$ cat src/rtl/cnt_multichan_pkg.sv
// cnt_pkg: shared widths, types and the lowest-zero priority encoder for cnt_multichan.
package cnt_pkg;
  localparam int DEF_BITWIDTH = 8;
  localparam int DEF_NUM_CH = 4;
  localparam int LSZ_MAXW = 64;
  typedef logic [DEF_BITWIDTH-1:0] cnt_t;
  typedef logic [$clog2(DEF_BITWIDTH+1)-1:0] lsz_t;
  function automatic int lszw_f(input int w);
    return $clog2(w + 1);
  endfunction
  // Zero-extended input: an all-ones count of width W yields W.
  function automatic int unsigned lsz_f(input logic [LSZ_MAXW-1:0] v);
    int unsigned r;
    r = LSZ_MAXW;
    for (int i = LSZ_MAXW - 1; i >= 0; i--) if (!v[i]) r = i;
    return r;
  endfunction
endpackage

$ cat src/rtl/cnt_multichan_if.sv
// cnt_multichan_if: control/data bundle for the counter bank; oLsz only with CNT_LSZ_EN.
interface cnt_multichan_if
  import cnt_pkg::*;
#(
  parameter int BITWIDTH = DEF_BITWIDTH,
  parameter int NUM_CH = DEF_NUM_CH
);
  logic [NUM_CH-1:0] iEn;
  logic iClr;
  logic [NUM_CH-1:0] iLoad;
  logic [NUM_CH*BITWIDTH-1:0] iLoadVal;
  logic [NUM_CH-1:0] iDown;
  logic [NUM_CH*BITWIDTH-1:0] oCnt;
  logic [NUM_CH-1:0] oTc;
`ifdef CNT_LSZ_EN
  logic [NUM_CH*lszw_f(BITWIDTH)-1:0] oLsz;
  modport master(output iEn, iClr, iLoad, iLoadVal, iDown, input oCnt, oTc, oLsz);
  modport slave(input iEn, iClr, iLoad, iLoadVal, iDown, output oCnt, oTc, oLsz);
`else
  modport master(output iEn, iClr, iLoad, iLoadVal, iDown, input oCnt, oTc);
  modport slave(input iEn, iClr, iLoad, iLoadVal, iDown, output oCnt, oTc);
`endif
endinterface

$ cat src/rtl/cnt_multichan_chan.sv
// cnt_chan: one counter channel with clear/load/enable priority, wrap or saturate, terminal-count
// pulse and, with CNT_LSZ_EN, a registered lowest-zero index.
module cnt_chan
  import cnt_pkg::*;
#(
  parameter int BITWIDTH = DEF_BITWIDTH,
  parameter int SATURATE = 0,
  parameter int LSZW = lszw_f(BITWIDTH)
) (
  input  logic                clk,
  input  logic                rst_n,
  input  logic                clr_i,
  input  logic                load_i,
  input  logic                en_i,
  input  logic                down_i,
  input  logic [BITWIDTH-1:0] load_val_i,
  output logic [BITWIDTH-1:0] cnt_o,
`ifdef CNT_LSZ_EN
  output logic [LSZW-1:0]     lsz_o,
`endif
  output logic                tc_o
);
  logic [BITWIDTH-1:0] cnt_q, cnt_d, step;
  logic tc_q, tc_d, at_term;
  always_comb begin
    at_term = down_i ? (cnt_q == '0) : (&cnt_q);
    step = down_i ? cnt_q - 1'b1 : cnt_q + 1'b1;
    cnt_d = clr_i ? '0 : load_i ? load_val_i : !en_i ? cnt_q : (SATURATE != 0 && at_term) ? cnt_q : step;
    tc_d = !clr_i && !load_i && en_i && at_term;
  end
  always_ff @(posedge clk) begin
    if (!rst_n) begin
      cnt_q <= '0;
      tc_q <= 1'b0;
    end else begin
      cnt_q <= cnt_d;
      tc_q <= tc_d;
    end
  end
`ifdef CNT_LSZ_EN
  logic [LSZW-1:0] lsz_q;
  always_ff @(posedge clk) lsz_q <= !rst_n ? '0 : LSZW'(lsz_f(LSZ_MAXW'(cnt_d)));
  assign lsz_o = lsz_q;
`endif
  assign cnt_o = cnt_q;
  assign tc_o = tc_q;
endmodule

$ cat src/rtl/cnt_multichan.sv
// cnt_multichan: NUM_CH independent counters behind one interface; define CNT_LSZ_EN for oLsz.
module cnt_multichan
  import cnt_pkg::*;
#(
  parameter int BITWIDTH = DEF_BITWIDTH,
  parameter int NUM_CH = DEF_NUM_CH,
  parameter int SATURATE = 0
) (
  input logic iClk,
  input logic iRstN,
  cnt_multichan_if.slave bus
);
  localparam int LSZW = lszw_f(BITWIDTH);
  for (genvar c = 0; c < NUM_CH; c++) begin : g_ch
    cnt_chan #(.BITWIDTH(BITWIDTH), .SATURATE(SATURATE), .LSZW(LSZW)) u_chan (
      .clk        (iClk),
      .rst_n      (iRstN),
      .clr_i      (bus.iClr),
      .load_i     (bus.iLoad[c]),
      .en_i       (bus.iEn[c]),
      .down_i     (bus.iDown[c]),
      .load_val_i (bus.iLoadVal[c*BITWIDTH +: BITWIDTH]),
      .cnt_o      (bus.oCnt[c*BITWIDTH +: BITWIDTH]),
`ifdef CNT_LSZ_EN
      .lsz_o      (bus.oLsz[c*LSZW +: LSZW]),
`endif
      .tc_o       (bus.oTc[c])
    );
  end
endmodule

$ cat src/flat_wrapper.sv
// flat-port wrapper written by rule: the top's interface ports become plain ports
module cnt_multichan_flat import cnt_pkg::*;
#(
  parameter int BITWIDTH = DEF_BITWIDTH,
  parameter int NUM_CH = DEF_NUM_CH,
  parameter int SATURATE = 0
)
  (iClk, iRstN, bus_iEn, bus_iClr, bus_iLoad, bus_iLoadVal, bus_iDown, bus_oCnt, bus_oTc);
  cnt_multichan_if #(.BITWIDTH(BITWIDTH), .NUM_CH(NUM_CH)) bus_i ();
  input logic iClk;
  input logic iRstN;
  input wire logic [$bits(bus_i.iEn)-1:0] bus_iEn;
  input wire logic [$bits(bus_i.iClr)-1:0] bus_iClr;
  input wire logic [$bits(bus_i.iLoad)-1:0] bus_iLoad;
  input wire logic [$bits(bus_i.iLoadVal)-1:0] bus_iLoadVal;
  input wire logic [$bits(bus_i.iDown)-1:0] bus_iDown;
  output wire logic [$bits(bus_i.oCnt)-1:0] bus_oCnt;
  output wire logic [$bits(bus_i.oTc)-1:0] bus_oTc;
  assign bus_i.iEn = bus_iEn;
  assign bus_i.iClr = bus_iClr;
  assign bus_i.iLoad = bus_iLoad;
  assign bus_i.iLoadVal = bus_iLoadVal;
  assign bus_i.iDown = bus_iDown;
  assign bus_oCnt = bus_i.oCnt;
  assign bus_oTc = bus_i.oTc;
  cnt_multichan #(.BITWIDTH(BITWIDTH), .NUM_CH(NUM_CH), .SATURATE(SATURATE)) u_core (.iClk(iClk), .iRstN(iRstN), .bus(bus_i));
endmodule
$ cat config.mk
export PLATFORM = sky130hd
export DESIGN_NAME = cnt_multichan_flat
export DESIGN_NICKNAME = d
export VERILOG_FILES = /design/src/rtl/cnt_multichan_pkg.sv /design/src/rtl/cnt_multichan_if.sv /design/src/rtl/cnt_multichan_chan.sv /design/src/rtl/cnt_multichan.sv /design/src/flat_wrapper.sv
export SDC_FILE = /design/constraint.sdc
export NUM_CORES = 1
export LEC_CHECK = 0
export BUFFER_PORTS_ARGS = -buffer_cell sky130_fd_sc_hd__clkbuf_2
export CAP_MARGIN = 25
export CELL_PAD_IN_SITES_DETAIL_PLACEMENT = 0
export CELL_PAD_IN_SITES_GLOBAL_PLACEMENT = 2
export CORE_MARGIN = 2
export CORE_UTILIZATION = 32
export CTS_CLUSTER_DIAMETER = 120
export DETAILED_ROUTE_END_ITERATION = 12
export PLACE_DENSITY_LB_ADDON = 0.1
export SLEW_MARGIN = 20
export SYNTH_ARGS = -nofsm -noshare
export SYNTH_HDL_FRONTEND = slang
export SYNTH_HIERARCHICAL = 1
export SYNTH_SLANG_ARGS = --single-unit
$ cat constraint.sdc
create_clock -name iClk -period 3.9 [get_ports iClk]
set_input_delay 0 -clock iClk [delete_from_list [all_inputs] [get_ports iClk]]
set_output_delay 0 -clock iClk [all_outputs]
set_load 0.005 [all_outputs]
==> Word level (Yosys, flattened, before mapping) <==
Index checks and enable logic that the tools add are counted.
{ "totals": {"reg_bits": 36, "out_inout_bits": 36} }
{ "op_classes": {"addsub": 8, "n_mux": 16, "n_bitwise": 1, "n_reduce_logical": 30} }
{ "op_table": {"columns": ["op", "n"], "rows": [
  ["$mux 8", 12],
  ["$add 8x1->8 const B", 4],
  ["$logic_not 8->1", 4],
  ["$reduce_and 8->1", 4],
  ["$sub 8x1->8 const B", 4],
  ["$logic_and 1x1->1", 12],
  ["$reduce_bool 2->1", 4],
  ["$logic_not 1->1", 5],
  ["$mux 1", 4],
  ["$reduce_or 2->1", 1],
  ["$not 1->1", 1]
]} }

==> Depth between registers and ports, before layout <==
{ "depth": {"word_depth": 4, "mapped_depth": 8, "mapped_depth_nobuf": 8} }

==> By module <==
The synthesis kept the hierarchy.
{ "modules_own_cells": {"columns": ["module", "instances", "cells_each", "area_each_um2"], "rows": [
  ["cnt_chan (u_core.g_ch[1].u_chan ...)", 2, 95, 755.7],
  ["cnt_chan (u_core.g_ch[0].u_chan)", 1, 98, 767.0],
  ["cnt_chan (u_core.g_ch[3].u_chan)", 1, 85, 716.9]
]} }

==> Worst setup path before layout <==
Ideal clock, no wire load.
{ "synth_timing": {"path_kind": "register to register", "start": "register u_core.g_ch[3].u_chan.cnt_q[0]", "end": "register u_core.g_ch[3].u_chan.cnt_q[6]", "setup_ns": 0.103, "arrival_time_ns": 1.717, "required_ns": 3.797, "slack_ns": 2.080, "stages_incl_launch_ff": 9, "path_cell_list": "dfxtp_1 > inv_1 > fa_1 > nor2b_1 > o21ai_1 > a21oi_1 > nor2_1 > xor2_1 > a2111oi_2"} }
{ "synth_between": {"elab_chain_len": 4, "elab_cells_between_ends": 5, "cone_classes": "add/sub (2); mux (3)"} }
{ "synth_rtl": {"columns": ["item", "line", "rtl"], "rows": [
  ["start, declared", "cnt_multichan_chan.sv:23", "logic [BITWIDTH-1:0] cnt_q, cnt_d, step;"],
  ["start signal, assigned", "cnt_multichan_chan.sv:36", "cnt_q <= cnt_d;"],
  ["$add 8x1->8 / $sub 8x1->8 (equally long branches)", "cnt_multichan_chan.sv:27", "step = down_i ? cnt_q - 1'b1 : cnt_q + 1'b1;"],
  ["$mux 8 (*)", "cnt_multichan_chan.sv:27", null],
  ["$mux 8 (*) (2 in series)", "cnt_multichan_chan.sv:28", "cnt_d = clr_i ? '0 : load_i ? load_val_i : !en_i ? cnt_q : (SATURATE != 0 && at_term) ? cnt_q : step;"]
]} }
Mark *: on every way between the ends. The rest lies on a longest branch, timed or not. The select of a mux whose other input is x is not followed.
A chain may end at the register's enable or synchronous reset.

==> Worst setup path after layout <==
{ "layout_timing": {"start": "register u_core.g_ch[0].u_chan.cnt_q[0]", "end": "register u_core.g_ch[0].u_chan.cnt_q[6]"} }
{ "layout_between": {"elab_chain_len": 4, "elab_cells_between_ends": 5, "cone_classes": "add/sub (2); mux (3)"} }
{ "layout_rtl": {"columns": ["item", "line"], "rows": [
  ["start, declared", "cnt_multichan_chan.sv:23"],
  ["start signal, assigned", "cnt_multichan_chan.sv:36"],
  ["$add 8x1->8 / $sub 8x1->8 (equally long branches)", "cnt_multichan_chan.sv:27"],
  ["$mux 8 (*)", "cnt_multichan_chan.sv:27"],
  ["$mux 8 (*) (2 in series)", "cnt_multichan_chan.sv:28"]
]} }
Marked as above.

==> metrics.txt <==
outcome complete, no violations; postcts setup bufs 0; Synth Instances 373; IO buf count 82; Worst R2R Start u_core/g_ch[0].u_chan/cnt_o[0]; Hold Crit Endpoint u_core/g_ch[1].u_chan/cnt_o[6]; placed cell count around 550; Max VDD drop 112 uV; Max Freq 0.501 GHz; worst rel slew slack 68.5%; crit path capture type flip-flop; I/O Pins just over 80; Setup TNS 0 ps; n_diodes 0; clk sinks 36; clk slew on worst S/H paths 80 ps; Ys Warns 6; vias per inst 5.20; min Tclk post-route 2000 ps; area grow syn2layout 26.1%; Async SR Flop Fraction 0%; top cells by area, synth dfxtp_1 (24%), ha_1 (10%), nor2_1 (6.0%); cell taking the most area after synthesis dfxtp_1; PwrDens 258 nW/um2; die area 10200 um2; largest net degree at the start of global routing 20; crit path max fanout 7; WL/cell 14.1 um; clock buffer depth 2; H-tree level count 2; first-pass GRT wire length 13.8 mm; initial antenna violation count 0; # DRC 0; final wirelength 8.19 mm; Initial Utilization between 30% and 40%; gr usage total 16.8%; R2R Path End u_core/g_ch[0].u_chan/cnt_o[6]; reg-to-reg slack, setup between 1500 and 2000 ps; post-cts sizing count 0; crit path launch type flip-flop; GP Congestion 0.782; top cell type's share of synthesized area 24.1%; CTS buffer count 5; sequential area share after synthesis about a quarter; layout cells sized above 1 22.3%; post-route ant nets 0; worst-case reg-to-reg path depth 7; WP data required 4100 ps; fin crit share 51.2%; hold depth 3; unrepaired setup endpoints after global routing false; core area 9150 um2; main flop type after synthesis dfxtp_1; Final HPWL DP 6.09 mm; Hold Crit Class input port to flip-flop; syn nets between 400 and 500; Final Hold Vio Count 0; TritonCTS clock tree built; count of pins over their slew limit 0; DRT iter0 DRCs 52; CP Class flip-flop to flip-flop; clk_lat worst skew 290 ps; Die X 101 um; CP arrival 2190 ps; post-synthesis register bit count 36; Yosys cell types 59; final setup fails 0; Worst-Margin Slew 472 ps; hold path start bus_iLoadVal[14]; NumNets Final about 550; Leakage Power 0.00165 uW; first drt pass iteration count 4; max-cap violations 0; DIE HEIGHT just over 100 um; Post-Syn Area 3000 um2; placed inst area 3470 um2; Finished Cell Area 3780 um2; worst hold margin 17.7 ps; vias post-DR 3028; final clock skew roughly 2.8 ps; EDFF count, synth 0; gr ovfl total 0; Std-Cell Rows 35; Fillers 977; pre-CTS setup slack 1950 ps; number of global-route vias before repair 2894; setup ws final 1900 ps; Mean Syn Cell Area ~8.0 um2; Layout Cells excl Fill 582; Root Buffer clkbuf_8
cell usage after synthesis (7+ instances only):
cell type / n
nor2_1: 48
o21ai_0: 14
nand4_1: 7
nor4_1: 7
mux2i_1: 11
dfxtp_1: 36
inv_1: 22
nor3_1: 11
nand2_1: 15
nor3b_1: 10
xnor2_1: 12
nor2b_1: 7
a21oi_1: 34
ha_1: 24
a211oi_1: 9
layout by cell type (no fill, tap or decap), types with 3 or more instances in the layout:
cell	instances
clkbuf_2	82
nor2_1	48
dfxtp_1	36
a21oi_1	34
ha_1	24
dlygate4sd3_1	23
inv_1	22
nand2_1	15
o21ai_0	14
xnor2_1	12
mux2i_1	11
nor3_1	11
nor3b_1	10
a211oi_1	9
nor2b_1	7
nor4_1	7
nand4_1	7
xor2_1	6
nand2b_1	6
o21ai_1	6
clkbuf_8	5
o211ai_1	5
a211oi_2	5
o21a_1	4
nand3_1	4
fa_1	4
nand3b_1	4
a311oi_1	3
a31oi_1	3
a21o_1	3
kinds of logic after synthesis:
group | after synthesis | share of synthesized area, %
buffers and inverters | 36 | 5.30
AND/OR/NAND/NOR | 133 | 23.1
adder cells (fa/ha/maj) | 28 | 12.7
multiplexers | 11 | 3.68
flip-flops | 36 | 24.1
AO/OA/AOI/OAI | 111 | 25.9
XOR/XNOR | 18 | 5.26
final cells by class:
| class | instances | area [um2] | area share [%] |
|---|---|---|---|
| Clock inverter | 1 | 5.00 | 0.133 |
| Sequential cell | 36 | 721 | 19.1 |
| Multi-Input combinational cell | 301 | 2120 | 56.0 |
| Timing Repair Buffer | 105 | 641 | 17.0 |
| Clock buffer | 6 | 72.6 | 1.92 |
| Inverter | 22 | 82.6 | 2.19 |
| Tap cell | 111 | 139 | 3.68 |
worst max-delay path, cell delays in order (launching register included):
cell      delay (ps)
dfxtp_1          510
inv_1            110
fa_1             430
nor2b_1          140
o21a_1           160
a311oi_1         120
xor2_1           160
a311oi_1         280
power breakdown:
| group | total [uW] | internal [uW] | leakage, uW | switching [uW] |
|---|---|---|---|---|
| logic | 300 | 143 | 0.00132 | 157 |
| clock network | 267 | 122 | 0.0000410 | 145 |
| registers | 409 | 384 | 0.000294 | 24.9 |
| total | 976 | 649 | 0.00165 | 327 |
layer usage:
layer | global-route usage, % | up-vias | wire [um]
li1 | - | 1567 | -
met1 | 22.4 | 1383 | 3920
met2 | 28.2 | 73 | 3780
met3 | 3.26 | 5 | 424
met4 | 3.48 | 0 | 67
met5 | 0 | - | 0
worst max-delay path by stage:
stage          cells after the start                      startpoint  slack (ps)                             end
2_1_floorplan                      8  u_core/g_ch[3].u_chan/cnt_o[0]        2080  u_core/g_ch[3].u_chan/cnt_o[6]
3_3_place_gp                       7  u_core/g_ch[3].u_chan/cnt_o[1]        1990  u_core/g_ch[3].u_chan/cnt_o[5]
3_5_place_dp                       7  u_core/g_ch[0].u_chan/cnt_o[0]        1950  u_core/g_ch[0].u_chan/cnt_o[6]
4_1_cts                            7  u_core/g_ch[0].u_chan/cnt_o[0]        1910  u_core/g_ch[0].u_chan/cnt_o[6]
5_1_grt                            7  u_core/g_ch[0].u_chan/cnt_o[0]        1750  u_core/g_ch[0].u_chan/cnt_o[6]
6_report                           7  u_core/g_ch[0].u_chan/cnt_o[0]        1900  u_core/g_ch[0].u_chan/cnt_o[6]
through the flow:
step / total power [uW] / util (%)
after detailed placement: 700 / 37.9
after global routing: 1050 / 41.3
after floorplan: 614 / -
after CTS: 996 / 41.3
after global placement: 703 / 37.9
final: 976 / 41.3
repair_timing:
item	in CTS	in global routing
hold buffers	23	0
setup endpoints to repair	0	0
endpoints found under the hold margin	23	0
state kept, by name, summed over array words and instances (netlist names):
register	count
u_core/g_ch.u_chan/cnt_o	32
u_core/g_ch.u_chan/tc_o	4
No activity file was read; power rests on OpenSTA's default activity.
